--- src/rtl/fifo_32to16_out_if.sv ---
// Bus bundle between the FWFT FIFO, the 32->16 splitter and the EZ-USB slave-FIFO write side.
interface fifo_32to16_out_if;
  logic [31:0] DI;
  logic        EMPTY_IN;
  logic        RDEN;
  logic [15:0] DO;
  logic        VALID;
  logic        READY;
  logic        PKTEND;

  modport master (
    input  DI, EMPTY_IN, READY,
    output RDEN, DO, VALID, PKTEND
  );

  modport slave (
    output DI, EMPTY_IN, READY,
    input  RDEN, DO, VALID, PKTEND
  );
endinterface

--- src/rtl/fifo_32to16_out.sv ---
// Pops 32-bit FWFT words and emits them as two 16-bit valid/ready transfers,
// committing short USB packets with a one-cycle PKTEND after an idle timeout.
module fifo_32to16_out #(
  parameter int unsigned LSB_FIRST = 1,
  parameter int unsigned PKT_WORDS = 256,
  parameter int unsigned TIMEOUT   = 1000
) (
  input logic              CLK,
  input logic              reset,
  fifo_32to16_out_if.master bus
);

  localparam int unsigned PKT_W  = $clog2(PKT_WORDS + 1);
  localparam int unsigned IDLE_W = $clog2(TIMEOUT + 1);
  localparam logic [PKT_W-1:0]  PKT_LAST  = PKT_W'(PKT_WORDS - 1);
  localparam logic [IDLE_W-1:0] IDLE_FIRE = IDLE_W'(TIMEOUT - 1);
  localparam logic [IDLE_W-1:0] IDLE_MAX  = IDLE_W'(TIMEOUT);

  typedef enum logic [1:0] {S_EMPTY, S_FIRST, S_SECOND} state_t;

  state_t            state;
  logic [15:0]       hold_r;
  logic [15:0]       do_r;
  logic              valid_r;
  logic              pktend_r;
  logic [PKT_W-1:0]  pkt_cnt;
  logic [IDLE_W-1:0] idle_cnt;

  logic        rden;
  logic        xfer;
  logic        fire;
  logic [15:0] first_half;
  logic [15:0] second_half;

  always_comb begin
    rden = !bus.EMPTY_IN && !reset &&
           ((state == S_EMPTY) || ((state == S_SECOND) && bus.READY));
    xfer = valid_r && bus.READY;
    fire = !valid_r && (pkt_cnt != '0) && (idle_cnt == IDLE_FIRE) && !rden;
    first_half  = (LSB_FIRST != 0) ? bus.DI[15:0]  : bus.DI[31:16];
    second_half = (LSB_FIRST != 0) ? bus.DI[31:16] : bus.DI[15:0];
  end

  // Only the half still to be sent is kept; the first half goes straight to DO.
  always_ff @(posedge CLK) begin
    if (reset) begin
      state    <= S_EMPTY;
      hold_r   <= '0;
      do_r     <= '0;
      valid_r  <= 1'b0;
      pktend_r <= 1'b0;
      pkt_cnt  <= '0;
      idle_cnt <= '0;
    end else begin
      pktend_r <= fire;

      if (rden) begin
        hold_r  <= second_half;
        do_r    <= first_half;
        valid_r <= 1'b1;
        state   <= S_FIRST;
      end else begin
        case (state)
          S_FIRST: if (xfer) begin
            do_r  <= hold_r;
            state <= S_SECOND;
          end
          S_SECOND: if (xfer) begin
            valid_r <= 1'b0;
            state   <= S_EMPTY;
          end
          default: ;
        endcase
      end

      if (xfer)
        pkt_cnt <= (pkt_cnt == PKT_LAST) ? '0 : pkt_cnt + 1'b1;
      else if (fire)
        pkt_cnt <= '0;

      // A stalled transfer (VALID high, READY low) is not idle time.
      if (xfer || rden || fire || pktend_r || (pkt_cnt == '0))
        idle_cnt <= '0;
      else if (!valid_r && (idle_cnt != IDLE_MAX))
        idle_cnt <= idle_cnt + 1'b1;
    end
  end

  assign bus.RDEN   = rden;
  assign bus.DO     = do_r;
  assign bus.VALID  = valid_r;
  assign bus.PKTEND = pktend_r;

endmodule

--- src/flat_wrapper.sv ---
// flat-port wrapper written by rule: the top's interface ports become plain ports
module fifo_32to16_out_flat 
#(
  parameter int unsigned LSB_FIRST = 1,
  parameter int unsigned PKT_WORDS = 256,
  parameter int unsigned TIMEOUT   = 1000
)
  (CLK, reset, bus_DI, bus_EMPTY_IN, bus_READY, bus_RDEN, bus_DO, bus_VALID, bus_PKTEND);
  fifo_32to16_out_if bus_i ();
  input logic CLK;
  input logic reset;
  input wire logic [$bits(bus_i.DI)-1:0] bus_DI;
  input wire logic [$bits(bus_i.EMPTY_IN)-1:0] bus_EMPTY_IN;
  input wire logic [$bits(bus_i.READY)-1:0] bus_READY;
  output wire logic [$bits(bus_i.RDEN)-1:0] bus_RDEN;
  output wire logic [$bits(bus_i.DO)-1:0] bus_DO;
  output wire logic [$bits(bus_i.VALID)-1:0] bus_VALID;
  output wire logic [$bits(bus_i.PKTEND)-1:0] bus_PKTEND;
  assign bus_i.DI = bus_DI;
  assign bus_i.EMPTY_IN = bus_EMPTY_IN;
  assign bus_i.READY = bus_READY;
  assign bus_RDEN = bus_i.RDEN;
  assign bus_DO = bus_i.DO;
  assign bus_VALID = bus_i.VALID;
  assign bus_PKTEND = bus_i.PKTEND;
  fifo_32to16_out #(.LSB_FIRST(LSB_FIRST), .PKT_WORDS(PKT_WORDS), .TIMEOUT(TIMEOUT)) u_core (.CLK(CLK), .reset(reset), .bus(bus_i));
endmodule
--- config.mk ---
export PLATFORM = sky130hd
export DESIGN_NAME = fifo_32to16_out_flat
export DESIGN_NICKNAME = d
export VERILOG_FILES = /design/src/rtl/fifo_32to16_out_if.sv /design/src/rtl/fifo_32to16_out.sv /design/src/flat_wrapper.sv
export SDC_FILE = /design/constraint.sdc
export NUM_CORES = 1
export LEC_CHECK = 0
export CAP_MARGIN = 30
export CORE_AREA = 2 2 83 85
export CTS_CLUSTER_SIZE = 16
export DETAILED_ROUTE_END_ITERATION = 12
export DIE_AREA = 0 0 85 87
export REMOVE_ABC_BUFFERS = 1
export SETUP_SLACK_MARGIN = 0.4
export SYNTH_ARGS = -nofsm -noshare
export SYNTH_HDL_FRONTEND = slang
export SYNTH_SLANG_ARGS = --single-unit
--- constraint.sdc ---
create_clock -name CLK -period 2.3 [get_ports CLK]
set_input_delay 0.345 -clock CLK [delete_from_list [all_inputs] [get_ports CLK]]
set_output_delay 0.345 -clock CLK [all_outputs]
set_load 0.01 [all_outputs]
# Word level (Yosys, flattened, before mapping)
# Index checks and enable logic that the tools add are counted.
# op_classes
mux	13
reduce_logical	32
eq_ne	9
add_sub_neg	2
# ops
op	count
$mux 16	3
$mux 9	3
$add 10x1->10 const B	1
$eq 10x10->1 const B	1
$ne 10x10->1 const B	1
$reduce_bool 2->1	5
$add 9x1->9 const B	1
$eq 9x8->1 const B	1
$logic_not 9->1	1
$reduce_bool 9->1	1
$logic_and 1x1->1	8
$ne 3x1->1 const B	2
$reduce_and 3->1	2
$logic_or 1x1->1	5
$logic_not 1->1	4
$mux 1	4
$mux 2	2
$ne 2x1->1 const B	2
$pmux 2 s2	1
$reduce_and 2->1	2
$reduce_or 2->1	2
$reduce_bool 3->1	1
$eq 2x1->1 const B	1
$eq 2x2->1 const B	1
$logic_not 2->1	1
# totals
out_inout_bits	19
in_bits	36
wordCells	64
reg_bits	55

# Longest topological paths before layout
# depth
depth_word	10
ltp_mapped	9

# Worst setup path after synthesis
# Ideal clock, no wire load.
# synth_path
kind	register -> output
from	register u_core.state[0]
to	output bus_RDEN
path_stages_with_launch	8
path_slack_ns	0.552
arrival_ns	1.403
path_cell_list	dfxtp_1 inv_1 ha_1 a21oi_1 or3_1 buf_2 clkinv_1 buf_2
# synth_between
elab_chain_cells	4
elab_cells_between_ends	5
classes_between	eq/ne: 1; reduce/logical: 4
# synth_lines
item	line	text
start: declaration	fifo_32to16_out.sv:21	state_t state;
start signal: assignment	fifo_32to16_out.sv:47	state <= S_EMPTY;
start signal: assignment	fifo_32to16_out.sv:61	state <= S_FIRST;
start signal: assignment	fifo_32to16_out.sv:66	state <= S_SECOND;
$eq 2x2->1	fifo_32to16_out.sv:37	((state == S_EMPTY) || ((state == S_SECOND) && bus.READY));
$logic_and 1x1->1	fifo_32to16_out.sv:37	
$logic_or 1x1->1 *	fifo_32to16_out.sv:37	
$logic_and 1x1->1 *	fifo_32to16_out.sv:36	rden = !bus.EMPTY_IN && !reset &&
end: declaration	flat_wrapper.sv:15	output wire logic [$bits(bus_i.RDEN)-1:0] bus_RDEN;
# Mark *: on every way between the ends. The rest lies on a longest branch, timed or not.

# Worst setup path after layout
# Same ends and word-level chain as after synthesis.

==> summary.md <==
| Metric | Value |
|---|---|
| Slew HR | `0.729` |
| Crit end category | `output port` |
| Hold_buf cts | `0` |
| Fin nets | `379` |
| Dpl cells | `407` |
| Clk_lat worst skew | `310 ps` |
| DR vias | `2258` |
| CP Launch Type | `flop` |
| Share of layout cells above drive strength 1 | `0.136` |
| Max-Cap Viols | `0` |
| Leak | `1.16 nW` |
| Fin crit period | `1810 ps` |
| Clock Skew | `10.4 ps` |
| Final WL | `6.30 mm` |
| Peak Freq | `552 MHz` |
| # DRC | `0` |
| Top_reg_cell synth | `dfxtp_1` |
| FF+latch area | `1110 um^2` |
| Number of I/O port buffers | `54` |
| Setup-failing EPs final | `0` |
| DIE HEIGHT | `87 um` |
| Vias in the first global route | `2102` |
| Num CTS Buffers | `5` |
| Clk sink count | `55` |
| Yosys warnings | `0` |
| Fin cells | `417` |
| Unrepaired setup endpoints after global routing | `false` |
| Largest net degree at the start of global routing | `32` |
| Clock Tree Buf Depth | `2` |
| Site Rows | `30` |
| Post-synth cell types | `48` |
| Grt total ovfl | `0` |
| First-pass GRT wire length | `10.4 mm` |
| GRT Util Overall | `0.176` |
| Post-synthesis sequential area ratio | `0.440` |
| Worst IR Drop VDD | `0.458 mV` |
| Design area | `3320 um^2` |
| Final slew viol count | `0` |
| Die ar. | `7400 um^2` |
| Gpl congestion | `0.782` |
| Async SR Flop Fraction | `0` |
| CP Data Required Time | `1960 ps` |
| Critical path class | `flop to output port` |
| Initial antenna violation count | `0` |
| Mapped Area | `2500 um^2` |
| Root Driver | `clkbuf_8` |
| HPWL Detailed | `4.34 mm` |
| Number of synthesized register bits | `55` |
| Area growth, synth to finish | `32.6%` |
| Syn Inst Count | `279` |
| ANT cells | `0` |
| Status | `complete, no violations` |
| Core area | `6570 um^2` |
| Number of synthesized flops with an enable pin | `0` |
| Ports | `55` |
| Average vias per placed instance | `5.41` |
| Final ANT Viol Nets | `0` |
| Critical Path AT | `1470 ps` |
| Max FO, Critical Path | `3` |
| Drt pass-1 iters | `4` |
| Area occupied by multi-input gates | `1300 um^2` |
| First-iteration detailed-routing DRC count | `129` |
| Fin Setup TNS | `0 ps` |
| Fill count | `617` |
| Worst slew pin tran | `403 ps` |
| Die width | `85 um` |
| Placed cell area | `3160 um^2` |
| Hold Crit Class | `flop to flop` |
| Pwr dens | `803 nW/um^2` |
| Starting Density | `0.381` |
| Final Hold Vio Count | `0` |
| CTS tree | `yes` |
| Post-DR wirelength/cell | `15.1 um` |
| Total number of H-tree levels | `2` |
| Clk pin slew, worst setup/hold paths | `100 ps` |
| Avg Inst Size Synth | `8.98 um^2` |
| Period Utilization, post-route | `0.788` |
-- sequential cells by signal, indices dropped and copies added (netlist names) --
name	count
u_core.bus.DO	16
u_core.bus.PKTEND	1
u_core.idle_cnt	10
u_core.hold_r	16
u_core.pkt_cnt	9
u_core.state	2
u_core.bus.VALID	1
-- area by class of cell --
| class | instances | area share |
|---|---|---|
| multi-input cells | 194 | 0.392 |
| clock inverters | 1 | 0.00264 |
| flip-flops and latches | 55 | 0.333 |
| clock buffers | 7 | 0.0260 |
| inverters | 11 | 0.0136 |
| repair buffers | 69 | 0.202 |
| well taps | 80 | 0.0301 |
-- layer usage --
metal,vias up,share of wire,global-route usage
met1,1084,0.49,0.253
met2,42,0.46,0.261
li1,1128,-,-
met4,0,0.012,0.0620
met5,-,0,0
met3,4,0.039,0.0332
-- cell usage after synthesis (4+ instances only) --
cell      number  area share
dfxtp_1       55        0.44
nand2_1       28       0.042
nand3_1       27       0.054
nor2_1        25       0.037
a22o_1        16       0.056
a311oi_1      16       0.056
inv_1         10       0.015
o21ai_0       10       0.020
clkbuf_1       8       0.012
nor3_2         8       0.032
buf_2          7       0.014
ha_1           7       0.035
nor3_1         6       0.012
xnor2_1        5       0.017
a21oi_1        4      0.0080
nand4_1        4       0.010
-- report_power, final --
| part | switching, mW | internal (mW) | total, mW |
|---|---|---|---|
| combinational | 0.451 | 0.445 | 0.896 |
| clock | 0.323 | 0.248 | 0.571 |
| sequential | 0.0967 | 1.10 | 1.20 |
-- placed cells by master (no fill, tap or decap), drive strengths merged, types with 10 or more instances in the layout --
master         netlist  final
nand3               28     28
dfxtp               55     55
clkdlybuf4s50        0     52
nor3                14     14
a311oi              16     16
nor2                25     25
o21ai               10     10
a22o                16     16
buf                 11     16
inv                 10     10
nand2               28     28
-- cell families after synthesis --
logic type / Yosys count / synth area share
mux: 1 / 0.00400
xor+xnor: 8 / 0.0280
flops: 55 / 0.440
fa+ha+maj: 7 / 0.0350
compound gates: 60 / 0.192
buf+inv: 30 / 0.0544
simple gates: 118 / 0.247
-- path summary, 6_finish.rpt --
path | start | to | slack [ps] | depth (start not counted)
max | u_core.state[0] | bus_RDEN | 490 | 6
min | u_core.hold_r[6] | u_core.hold_r[6] | 480 | 1
max reg2reg | u_core.state[0] | u_core.idle_cnt[9] | 530 | 8
min reg2reg | u_core.hold_r[6] | u_core.hold_r[6] | 480 | 1
-- timing repair --
action / 4_1_cts / 5_1_grt
gates resized for setup: 19 / 4
setup endpoints to repair: 20 / 15
pin swaps: 1 / 1
setup buffers: 2 / 0
-- worst max-delay path, stage by stage, from the launching register on --
cell      delay (ps)
dfxtp_2          340
inv_4             70
ha_4             140
a21oi_2           60
or3_4            360
clkinv_2          70
buf_2            120
-- per-stage QoR --
stage	utilization	hold slack, ps	setup WS (ps)	power [mW]
finish	0.506	484	488	2.67
global route	0.506	510	417	2.84
CTS	0.502	485	428	2.66
detailed placement	0.481	454	-100	2.02
global placement	0.481	456	-29.4	2.01
floorplan	-	414	-113	1.63
(Power assumes the default switching activity.)
